==> src/rtl/ready_level_gen.sv <==
// ready_level_gen
// Turns one-cycle converter strobes into a held `ready` level with a stable
// data word. A one-deep pending slot absorbs a sample that arrives while a
// word is being presented or during the low gap that follows it. Every word
// is followed by at least MIN_LOW low cycles plus one IDLE cycle, so each new
// word gives the consumer a distinct rising edge to detect.

module ready_level_gen #(
  parameter int DATA_W   = 12,
  parameter int MIN_HIGH = 4,
  parameter int MIN_LOW  = 2,
  parameter int TIMEOUT  = 0
) (
  input  logic              clk,
  input  logic              reset,
  input  logic              sample_valid,
  input  logic [DATA_W-1:0] sample_data,
  input  logic              ack,
  input  logic              clear_flags,
  output logic              ready,
  output logic [DATA_W-1:0] data_out,
  output logic              overrun,
  output logic              timeout,
  output logic [7:0]        drop_count
);

  // A timeout shorter than the minimum high time can never fire before the
  // word could legally end, so it is stretched to MIN_HIGH.
  localparam int TO_EFF  = (TIMEOUT > MIN_HIGH) ? TIMEOUT : MIN_HIGH;
  localparam bit TO_EN   = (TIMEOUT > 0);
  // The high counter holds (cycles spent in HIGH - 1); it only needs to reach
  // the last interesting value and then saturates there.
  localparam int CNT_MAX = TO_EN ? (TO_EFF - 1) : (MIN_HIGH - 1);
  localparam int HC_W    = $clog2(CNT_MAX + 2);
  localparam int GC_W    = $clog2(MIN_LOW + 1);

  localparam logic [HC_W-1:0] HC_MIN  = HC_W'(MIN_HIGH - 1);
  localparam logic [HC_W-1:0] HC_TO   = HC_W'(TO_EFF - 1);
  localparam logic [HC_W-1:0] HC_MAX  = HC_W'(CNT_MAX);
  localparam logic [HC_W-1:0] HC_ONE  = HC_W'(1);
  localparam logic [GC_W-1:0] GC_LAST = GC_W'(MIN_LOW - 1);
  localparam logic [GC_W-1:0] GC_ONE  = GC_W'(1);

  typedef enum logic [1:0] {
    IDLE = 2'd0,
    HIGH = 2'd1,
    GAP  = 2'd2
  } state_t;

  state_t            state, state_next;
  logic              ready_next;
  logic [DATA_W-1:0] data_next;
  logic [HC_W-1:0]   high_cnt, high_cnt_next;
  logic [GC_W-1:0]   gap_cnt, gap_cnt_next;
  logic              ack_seen, ack_seen_next;

  logic              pend_valid, pend_valid_next;
  logic [DATA_W-1:0] pend_data, pend_data_next;

  logic              overrun_next;
  logic              timeout_next;
  logic [7:0]        drop_count_next;

  logic              ack_any;
  logic              min_met;
  logic              launch;
  logic              leave;
  logic              take_pend;
  logic              timeout_event;
  logic              drop_event;

  assign ack_any = ack_seen | ack;
  assign min_met = (high_cnt >= HC_MIN);

  // Next-state and word-presentation logic: launch from IDLE, hold in HIGH
  // until acked (or abandoned), then count out the low gap.
  always_comb begin
    state_next    = state;
    ready_next    = ready;
    data_next     = data_out;
    high_cnt_next = high_cnt;
    gap_cnt_next  = gap_cnt;
    ack_seen_next = ack_seen;
    launch        = 1'b0;
    leave         = 1'b0;
    take_pend     = 1'b0;
    timeout_event = 1'b0;

    case (state)
      IDLE: begin
        // The pending word is older than anything arriving now, so it goes first.
        if (pend_valid) begin
          launch    = 1'b1;
          take_pend = 1'b1;
          data_next = pend_data;
        end else if (sample_valid) begin
          launch    = 1'b1;
          data_next = sample_data;
        end
        if (launch) begin
          state_next    = HIGH;
          ready_next    = 1'b1;
          high_cnt_next = '0;
          ack_seen_next = 1'b0;
        end
      end

      HIGH: begin
        // An early ack is remembered so the word still ends at MIN_HIGH.
        ack_seen_next = ack_any;
        if (min_met && ack_any) begin
          leave = 1'b1;
        end else if (TO_EN && (high_cnt == HC_TO)) begin
          leave         = 1'b1;
          timeout_event = 1'b1;
        end else if (high_cnt != HC_MAX) begin
          high_cnt_next = high_cnt + HC_ONE;
        end
        if (leave) begin
          state_next   = GAP;
          ready_next   = 1'b0;
          gap_cnt_next = '0;
        end
      end

      GAP: begin
        if (gap_cnt == GC_LAST) begin
          state_next = IDLE;
        end else begin
          gap_cnt_next = gap_cnt + GC_ONE;
        end
      end

      default: begin
        state_next = IDLE;
        ready_next = 1'b0;
      end
    endcase
  end

  // State, presented word and the HIGH/GAP counters.
  always_ff @(posedge clk or negedge reset) begin
    if (!reset) begin
      state    <= IDLE;
      ready    <= 1'b0;
      data_out <= '0;
      high_cnt <= '0;
      gap_cnt  <= '0;
      ack_seen <= 1'b0;
    end else begin
      state    <= state_next;
      ready    <= ready_next;
      data_out <= data_next;
      high_cnt <= high_cnt_next;
      gap_cnt  <= gap_cnt_next;
      ack_seen <= ack_seen_next;
    end
  end

  // Pending slot: refilled in the same cycle it is drained by a launch,
  // otherwise filled only when empty; a sample hitting a full slot is dropped.
  always_comb begin
    pend_valid_next = pend_valid;
    pend_data_next  = pend_data;
    drop_event      = 1'b0;

    if (take_pend) begin
      pend_valid_next = sample_valid;
      if (sample_valid) begin
        pend_data_next = sample_data;
      end
    end else if (sample_valid && (state != IDLE)) begin
      if (!pend_valid) begin
        pend_valid_next = 1'b1;
        pend_data_next  = sample_data;
      end else begin
        drop_event = 1'b1;
      end
    end
  end

  // Pending slot registers.
  always_ff @(posedge clk or negedge reset) begin
    if (!reset) begin
      pend_valid <= 1'b0;
      pend_data  <= '0;
    end else begin
      pend_valid <= pend_valid_next;
      pend_data  <= pend_data_next;
    end
  end

  // Sticky flags and drop counter: a clear is applied first so that an event
  // in the same cycle survives it.
  always_comb begin
    overrun_next    = clear_flags ? 1'b0 : overrun;
    timeout_next    = clear_flags ? 1'b0 : timeout;
    drop_count_next = clear_flags ? 8'd0 : drop_count;

    if (drop_event) begin
      overrun_next = 1'b1;
      if (drop_count_next != 8'hFF) begin
        drop_count_next = drop_count_next + 8'd1;
      end
    end
    if (timeout_event) begin
      timeout_next = 1'b1;
    end
  end

  // Flag registers.
  always_ff @(posedge clk or negedge reset) begin
    if (!reset) begin
      overrun    <= 1'b0;
      timeout    <= 1'b0;
      drop_count <= 8'd0;
    end else begin
      overrun    <= overrun_next;
      timeout    <= timeout_next;
      drop_count <= drop_count_next;
    end
  end

endmodule

==> config.mk <==
export PLATFORM = sky130hd
export DESIGN_NAME = ready_level_gen
export DESIGN_NICKNAME = d
export VERILOG_FILES = /design/src/rtl/ready_level_gen.sv
export SDC_FILE = /design/constraint.sdc
export NUM_CORES = 1
export LEC_CHECK = 0
export BUFFER_PORTS_ARGS = -buffer_cell sky130_fd_sc_hd__buf_4
export CAP_MARGIN = 20
export CORE_ASPECT_RATIO = 0.5
export CORE_UTILIZATION = 54
export DETAILED_ROUTE_END_ITERATION = 6
export HOLD_SLACK_MARGIN = 0.1
export PLACE_DENSITY = 0.85
export REMOVE_ABC_BUFFERS = 1
export SYNTH_ARGS = -nofsm -noshare
export SYNTH_HDL_FRONTEND = slang
export SYNTH_SLANG_ARGS = --single-unit
==> constraint.sdc <==
create_clock -name clk -period 2.43 [get_ports clk]
set_input_delay 0.3645 -clock clk [delete_from_list [all_inputs] [get_ports clk]]
set_output_delay 0.3645 -clock clk [all_outputs]
set_load 0.05 [all_outputs]
==> results_dict.tcl, run 1 <==
set metrics [dict create \
    status "finished clean" \
    worst-path-buf-inv 0 \
    die_height_microns 45.8 \
    hpwl_microns 2750 \
    synthCells 190 \
    critPathArrivalTime_ps 2110 \
    slew_headroom_pct 63.6 \
    grt_max_degree 44 \
    clock_path_buffers 2 \
    internal_power_mw 1.90 \
    nets 248 \
    cts_root_buf "clkbuf_8" \
    firstDrtPassIters 4 \
    final_antenna_net_count 0 \
    crit_fanout 12 \
    setup_slack_ps 497 \
    preCtsSetupSlack_ps 458 \
    viasPerCell 5.50 \
    drt-initial-drc-count 59 \
    die_area_sq_mm 0.00410 \
    hold_class "primary input to flip-flop" \
    synth.avg_cell_area_sq_um 10.9 \
    crit_family "simple AND/OR/NAND/NOR gates" \
    critPathMaxStageDelay_ps 480 \
    antenna_found_initial 0 \
    worstSetupPathType "flip-flop to flip-flop" \
    rows 15 \
    required_ps 2610 \
    cts_buffers 5 \
    clock_power_share_pct 14.9 \
    switching_power_mw 1.44 \
    netlist_area_sq_mm 0.00207 \
    ir_worst_vdd_mv 0.512 \
    ys.warnings.count 0 \
    overflow 0 \
    yosysTopAreaCell "dfrtp_1" \
    fill_cells 254 \
    swShare_pct 43.1 \
    yosysTopAreaCellShare_pct 52.0 \
    pwr-share-comb_pct 48.6 \
    ys_types 43 \
    cts_resized 0 \
    cpMaxStageDelayCell "dfrtp_1" \
    finalCritPeriodShare_pct 79.6 \
    htreeDepth 2 \
    grt_pass1_wl_microns 6590 \
    routedWlPerCell_microns 14.1 \
    hold_viol 0 \
    synthTopCellsByCount "43 x dfrtp_1, 19 x nand2_1, 16 x o21ai_0" \
    num_vias 1534 \
    cts.clk_slew.worst_paths_ps 80 \
    cp-start-kind "flip-flop" \
    async_flop_share_pct 100 \
    antenna_cells_inserted 0 \
    finClkSkew_ps 5.91 \
    io_pins 40 \
    finalCriticalPeriod_ps 1930 \
    grt_util_all_layers_pct 22.2 \
    worstPathCellList "or2_1 -> xor2_1 -> nand2_1 -> mux2_2" \
    synth_edf_count 0 \
    clock_latency_ps 290 \
    drt-total-wl_microns 3940 \
    p_leak_nw 1.18 \
    slew_violations 0 \
    ys_ff_latch 43 \
    clock.fmax_ghz 0.517 \
    synth.area.top_cells "dfrtp_1 52%, mux2_2 7.1%, mux2i_1 6.3%" \
    finalSetupTns_ps 0 \
    grt_pass1_vias 1462 \
    drv_cap 0 \
    drc 0 \
    cp-end-kind "flip-flop" \
    synth.yosys.seq_area_share_pct 52.0 \
    rsz0062_at_grt "no" \
    cts_tree "yes" \
    portBuffers 38 \
    start_util_pct 58.4 \
    core-area_sq_mm 0.00355 \
    finalSetupViolations 0 \
    ys.flop_type "dfrtp_1" \
    worst_pin_slew_ps 545 \
    power_density_mw_per_mm2 1350 \
    post-synth-top-count-cell "dfrtp_1" \
    power.share.sequential_pct 36.5 \
    die_w_microns 89.6 \
    cts_sinks 43 \
    layout-drive-gt1-share_pct 28.1 \
    gp_congestion 0.815 \
    syn2layout_area_growth_pct 19.8 \
]
-- flip-flops by register name, summed over array words and instances (netlist names) --
register and count:
pend_valid 1, ack_seen 1, overrun 1, state 2
pend_data 12, high_cnt 3, ready 1, gap_cnt 2
data_out 12, drop_count 8
-- layout by cell type, fill, tap and decap left out, types with 2 or more instances in the layout --
master,instances
mux2_2,13
a211oi_1,2
mux2i_1,13
dfrtp_1,43
nor2b_1,7
buf_4,40
a31oi_1,3
nand2b_1,2
or2_1,2
o21bai_1,2
nand2_1,19
inv_1,3
ha_1,4
o21ai_1,5
and3_1,3
clkbuf_8,7
a21oi_1,3
a21o_1,2
a221oi_1,2
nand4_1,3
o211ai_1,2
nor2_1,12
o21ai_0,16
-- final timing paths --
path                             start       endpoint  slack (ps)  depth (start not counted)
setup / recovery              state[0]   pend_data[6]         500                          4
hold / removal             clear_flags  drop_count[5]         300                          2
setup reg to reg              state[0]   pend_data[6]         500                          4
hold reg to reg            data_out[0]    data_out[0]         480                          2
max in group asynchronous        reset   data_out[11]        1460                          2
min in group asynchronous        reset  drop_count[0]         590                          2
-- area by class of cell --
type	instances	area (sq um)	share of cell area, %
repair buffers	41	310	12.5
clock inverters	1	7.51	0.303
well taps	51	63.8	2.57
inverters	3	11.3	0.454
flip-flops and latches	43	1080	43.4
multi-input cells	133	915	36.9
clock buffers	7	96.3	3.88
-- metal layers --
layer  GRT usage, %  up-vias  share of wire (%)
met4           9.52        0                2.0
met1           27.0      744                 46
met2           37.7       35                 48
met3           6.52        8                3.7
met5              0        -                  0
li1               -      747                  -
-- logic make-up after synthesis --
family / synth area share, %
XOR/XNOR: 0.846
flip-flops: 52.0
other: 0.181
AND/OR/NAND/NOR: 12.6
AO/OA/AOI/OAI: 14.3
adder cells (fa/ha/maj): 2.90
multiplexers: 13.4
buffers and inverters: 3.87
-- power groups by stage --
stage	Clock (mW)	Combinational, mW	Sequential, mW
6_report	0.499	1.62	1.22
5_1_grt	0.548	1.78	1.27
4_1_cts	0.509	1.64	1.22
3_5_place_dp	0	1.63	1.23
3_3_place_gp	0	1.57	1.21
2_1_floorplan	0	0.741	1.65
-- timing repair --
item	in CTS	in global routing
endpoints found under the hold margin	43	0
hold buffers	1	0
buffers inserted	0	0
-- metrics by stage --
step | cell area [sq um] | cells | utilization, % | hold slack [ps] | power, mW
2_1_floorplan | 2000 | 179 | - | 68.9 | 2.39
3_3_place_gp | 2370 | 270 | 66.7 | 381 | 2.78
3_5_place_dp | 2370 | 270 | 66.7 | 384 | 2.86
4_1_cts | 2480 | 279 | 69.9 | 283 | 3.37
5_1_grt | 2480 | 279 | 69.9 | 289 | 3.60
6_report | 2480 | 279 | 69.9 | 295 | 3.35
Note: power is estimated with default switching activity, not from simulation.
==> run 2: changes to the inputs <==
--- a/config.mk
+++ b/config.mk
@@ -8,10 +8,10 @@
 export BUFFER_PORTS_ARGS = -buffer_cell sky130_fd_sc_hd__buf_4
 export CAP_MARGIN = 20
 export CORE_ASPECT_RATIO = 0.5
-export CORE_UTILIZATION = 54
+export CORE_UTILIZATION = 49
 export DETAILED_ROUTE_END_ITERATION = 6
 export HOLD_SLACK_MARGIN = 0.1
-export PLACE_DENSITY = 0.85
+export PLACE_DENSITY = 0.82
 export REMOVE_ABC_BUFFERS = 1
 export SYNTH_ARGS = -nofsm -noshare
 export SYNTH_HDL_FRONTEND = slang
==> constraint.sdc (replaced) <==
create_clock -name clk -period 1.7 [get_ports clk]
set_input_delay 0.255 -clock clk [delete_from_list [all_inputs] [get_ports clk]]
set_output_delay 0.255 -clock clk [all_outputs]
set_load 0.05 [all_outputs]
==> results_dict.tcl, run 2 (same netlist as run 1, synthesis figures left out) <==
set metrics [dict create \
    status "finished clean" \
    reg2reg_slack_ps 0.3 \
    die_area_sq_mm 0.00451 \
    slew_violations 0 \
    worst-path-buf-inv 0 \
    holdPathEnd "pend_data[2]" \
    finalSetupViolations 0 \
    cp-start-kind "flip-flop" \
    preCtsSetupSlack_ps -43.9 \
    finalCritPeriodShare_pct 100 \
    clock.fmax_ghz 0.588 \
    critPathArrivalTime_ps 1900 \
    drv_cap 0 \
    crit_fanout 3 \
    final_antenna_net_count 0 \
    clock_latency_ps 300 \
    cts_sinks 43 \
    cts_root_buf "clkbuf_8" \
    worstPathCellList "ha_2 -> ha_4 -> a211o_1 -> o21a_1 -> a21o_1 -> o311ai_2" \
    grt_max_degree 44 \
    cpMaxStageDelayCell "dfrtp_1" \
    hold_viol 0 \
    crit_family "compound AO/OA/AOI/OAI gates" \
    io_pins 40 \
    layout_commonest_cell "buf_4" \
    core-area_sq_mm 0.00398 \
    cts.clk_slew.worst_paths_ps 90 \
    antenna_found_initial 0 \
    nets 263 \
    p_leak_nw 1.25 \
    die_height_microns 48.0 \
    r2r-start "high_cnt[0]" \
    cp-end-kind "flip-flop" \
    finClkSkew_ps 5.61 \
    clock_path_buffers 2 \
    grt_util_all_layers_pct 19.0 \
    layout-drive-gt1-share_pct 35.4 \
    hold_depth 2 \
    antenna_cells_inserted 0 \
    reg2regPathDepth 6 \
    num_vias 1622 \
    hpwl_microns 2790 \
    finalCriticalPeriod_ps 1700 \
    viasPerCell 5.46 \
    required_ps 1900 \
    drt-initial-drc-count 83 \
    grt_pass1_wl_microns 6350 \
    die_w_microns 93.9 \
    gp_congestion 0.802 \
    portBuffers 38 \
    power_density_mw_per_mm2 1910 \
    hold_class "primary input to flip-flop" \
    final_cell_mix "54 x buf_4, 43 x dfrtp_1, 19 x nand2_1" \
    start_util_pct 52.0 \
    cts_tree "yes" \
    routedWlPerCell_microns 14.1 \
    overflow 0 \
    rsz0062_at_grt "yes" \
    htreeDepth 2 \
    rows 16 \
    cts_buffers 5 \
    drc 0 \
    drt-total-wl_microns 4200 \
    setup_slack_ps 0.345 \
    worst_pin_slew_ps 551 \
    firstDrtPassIters 4 \
    syn2layout_area_growth_pct 27.4 \
    slew_headroom_pct 63.3 \
    worstSetupPathType "flip-flop to flip-flop" \
    final_util_pct 66.2 \
    top_regs "data_out: 12 flops, pend_data: 12 flops, drop_count: 8 flops" \
    critPathMaxStageDelay_ps 390 \
    hold_path.startpoint "sample_data[2]" \
    grt_pass1_vias 1468 \
    r2r-end "high_cnt[2]" \
    ir_worst_vdd_mv 1.08 \
]
## run 2: cell count changes in the layout (fill, tap and decap cells not counted), moves of 2 or more
cell and change:
buf_4 +14, clkbuf_8 -2, ha_1 -2, nor2b_1 -2, o21ai_0 -2, o21ai_2 +2
## run 2: what timing repair did
action                                 4_1_cts  5_1_grt
setup buffers                                1        3
endpoints found under the hold margin       43        0
setup endpoints to repair                    6       10
hold buffers                                 1        0
gates resized for setup                      1       11
pin swaps                                    1        3
## run 2: stage by stage
| stage | cell area [sq um] | hold slack (ps) | instances | setup TNS [ps] | power (mW) |
|---|---|---|---|---|---|
| after floorplan | 2000 | -40.6 | 179 | -1730 | 3.42 |
| after global placement | 2460 | 272 | 284 | 0 | 4.17 |
| after detailed placement | 2460 | 279 | 284 | -101 | 4.27 |
| after CTS | 2570 | 180 | 294 | 0 | 4.97 |
| after global routing | 2640 | 178 | 297 | -134 | 5.32 |
| final | 2640 | 191 | 297 | 0 | 5.02 |
## run 2: worst max-delay path by stage
stage                        from       endpoint  slack, ps  cells after the start
floorplan           drop_count[0]  drop_count[1]       -270                      5
global placement      high_cnt[0]       state[1]         50                      7
detailed placement    high_cnt[0]     gap_cnt[1]        -40                      6
CTS                 drop_count[1]  drop_count[6]          8                      6
global route        drop_count[1]  drop_count[1]        -40                      5
finish                high_cnt[0]    high_cnt[2]        0.3                      6
## run 2: report_power, final
part / switching [mW] / total, mW / internal (mW) / leakage, nW
clock network: 0.373 / 0.667 / 0.294 / 0.0408
logic: 1.54 / 2.65 / 1.10 / 0.674
registers: 0.257 / 1.71 / 1.45 / 0.537
## run 2: layout make-up
type | count | area, sq um
Fill cell | 300 | 1350
Multi-Input combinational cell | 133 | 955
Tap cell | 54 | 67.6
Clock buffer | 5 | 68.8
Timing Repair Buffer | 56 | 435
Sequential cell | 43 | 1080
Clock inverter | 3 | 23.8
Inverter | 3 | 11.3
## run 2: per-layer routing
layer | part of all wire (%) | GRT usage [%] | routed length, microns | vias up
li1 | - | - | - | 778
met1 | 47 | 23.6 | 1960 | 807
met2 | 49 | 32.0 | 2050 | 32
met3 | 3.4 | 5.24 | 143 | 5
met4 | 1.2 | 9.85 | 49 | 0
met5 | 0 | 0 | 0 | -
==> run 3: changes to the inputs <==
--- a/config.mk
+++ b/config.mk
@@ -8,10 +8,10 @@
 export BUFFER_PORTS_ARGS = -buffer_cell sky130_fd_sc_hd__buf_4
 export CAP_MARGIN = 20
 export CORE_ASPECT_RATIO = 0.5
-export CORE_UTILIZATION = 49
+export CORE_UTILIZATION = 58
 export DETAILED_ROUTE_END_ITERATION = 6
 export HOLD_SLACK_MARGIN = 0.1
-export PLACE_DENSITY = 0.82
+export PLACE_DENSITY = 0.9
 export REMOVE_ABC_BUFFERS = 1
 export SYNTH_ARGS = -nofsm -noshare
 export SYNTH_HDL_FRONTEND = slang
==> constraint.sdc (replaced) <==
create_clock -name clk -period 2.2 [get_ports clk]
set_input_delay 0.33 -clock clk [delete_from_list [all_inputs] [get_ports clk]]
set_output_delay 0.33 -clock clk [all_outputs]
set_load 0.05 [all_outputs]
==> results_dict.tcl, run 3 (same netlist as run 1, synthesis figures left out) <==
set metrics [dict create \
    grt_max_degree 44 \
    clock.fmax_ghz 0.504 \
    routedWlPerCell_microns 16.0 \
    cts_sinks 43 \
    drv_cap 0 \
    finalSetupViolations 0 \
    syn2layout_area_growth_pct 20.5 \
    num_vias 1605 \
    hold_viol 0 \
    power.share.sequential_pct 35.1 \
    layout-drive-gt1-share_pct 28.4 \
    core-area_sq_mm 0.00319 \
    swShare_pct 43.6 \
    hold_path.startpoint "clear_flags" \
    cpMaxStageDelayCell "dfrtp_1" \
    gp_congestion 0.865 \
    io_pins 40 \
    critPathMaxStageDelay_ps 440 \
    drt-total-wl_microns 4440 \
    rsz0062_at_grt "no" \
    finalSetupTns_ps 0 \
    cts.clk_slew.worst_paths_ps 90 \
    hold_depth 2 \
    pwr-share-comb_pct 48.3 \
    layout_commonest_cell "dfrtp_1" \
    post_cts_buffers 0 \
    clock_power_share_pct 16.6 \
    worst_pin_slew_ps 606 \
    crit_fanout 5 \
    overflow 0 \
    status "finished clean" \
    drt-initial-drc-count 123 \
    portBuffers 38 \
    finClkSkew_ps 7.43 \
    final_cell_mix "43 x dfrtp_1, 41 x buf_4, 19 x nand2_1" \
    p_total_mw 3.86 \
    internal_power_mw 2.18 \
    grt_util_all_layers_pct 26.7 \
    ir_worst_vdd_mv 0.975 \
    cts_buffers 5 \
    drc 0 \
    postCtsHoldBufs 1 \
    cp-start-kind "flip-flop" \
    die_height_microns 44.3 \
    rows 14 \
    htreeDepth 2 \
    grt_pass1_vias 1568 \
    worstSetupPathType "flip-flop to flip-flop" \
    die_w_microns 86.5 \
    critPathArrivalTime_ps 2180 \
    start_util_pct 65.0 \
    reg2regPathDepth 6 \
    top_regs "data_out: 12 flops, pend_data: 12 flops, drop_count: 8 flops" \
    power_density_mw_per_mm2 1550 \
    holdPathEnd "drop_count[6]" \
    final_antenna_net_count 0 \
    die_area_sq_mm 0.00383 \
    firstDrtPassIters 4 \
    p_leak_nw 1.19 \
    r2r-end "gap_cnt[0]" \
    worstPathCellList "ha_1 -> ha_1 -> a211o_1 -> o21ai_0 -> o21ai_0 -> a221oi_1" \
    reg2reg_slack_ps 210 \
    nets 249 \
    cts_tree "yes" \
    switching_power_mw 1.68 \
    slew_violations 0 \
    cts_resized 0 \
    antenna_cells_inserted 0 \
    cts_root_buf "clkbuf_8" \
    antenna_found_initial 0 \
    finalCritPeriodShare_pct 90.2 \
    required_ps 2400 \
    r2r-start "high_cnt[0]" \
    hold_class "primary input to flip-flop" \
    clock_path_buffers 2 \
    slew_headroom_pct 59.2 \
    hpwl_microns 3020 \
    clock_latency_ps 300 \
    finalCriticalPeriod_ps 1990 \
    grt_pass1_wl_microns 7440 \
    viasPerCell 5.79 \
    fill_cells 209 \
    cp-end-kind "flip-flop" \
]
-- run 3: cell count changes in the layout (fill, tap and decap cells not counted), sizes merged --
cell,change
clkinvlp,-2
bufinv,+1
buf,-14
clkinv,+1
-- run 3: worst max path at each step --
| stage | start | endpoint | cells after the start |
|---|---|---|---|
| 2_1_floorplan | drop_count[0] | drop_count[1] | 5 |
| 3_3_place_gp | high_cnt[0] | gap_cnt[0] | 6 |
| 3_5_place_dp | high_cnt[0] | gap_cnt[0] | 6 |
| 4_1_cts | high_cnt[0] | gap_cnt[0] | 6 |
| 5_1_grt | high_cnt[0] | gap_cnt[1] | 6 |
| 6_report | high_cnt[0] | gap_cnt[0] | 6 |
-- run 3: through the flow --
stage                     setup WS (ps)  hold WS [ps]  cells  area, sq um  utilization, %
after floorplan                     226          34.4    179         2000               -
after global placement              407           344    268         2370            74.3
after detailed placement            275           348    268         2370            74.3
after CTS                           254           258    277         2500            78.3
after global routing               12.8           264    277         2500            78.3
final                               215           267    277         2500            78.3
-- run 3: final cells by class --
cell class | instances | area (sq um) | share of cell area [%]
Clock buffer | 5 | 68.8 | 2.76
Timing Repair Buffer | 42 | 318 | 12.7
Inverter | 3 | 11.3 | 0.451
Clock inverter | 3 | 47.5 | 1.90
Sequential cell | 43 | 1080 | 43.1
Tap cell | 48 | 60.1 | 2.41
Multi-Input combinational cell | 133 | 915 | 36.6
-- run 3: power groups by stage --
stage | sequential, mW | clock (mW) | combinational (mW)
floorplan | 1.82 | 0 | 0.819
global placement | 1.33 | 0 | 1.77
detailed placement | 1.36 | 0 | 1.85
CTS | 1.35 | 0.643 | 1.87
global route | 1.39 | 0.666 | 2.01
finish | 1.36 | 0.640 | 1.86
-- run 3: layer usage --
layer,track usage [%],wire length [microns],up-vias,share of wire [%]
met3,6.72,230,13,5.2
li1,-,-,753,-
met2,48.6,2290,49,52
met1,31.7,1850,790,42
met4,9.67,65,0,1.5
met5,0,0,-,0
-- run 3: worst max-delay path, delay by kind of cell (launching register included) --
kind                     cells  cell delay [ps]
AO/OA/AOI/OAI                4              970
adder cells (fa/ha/maj)      2              470
flip-flops                   1              440
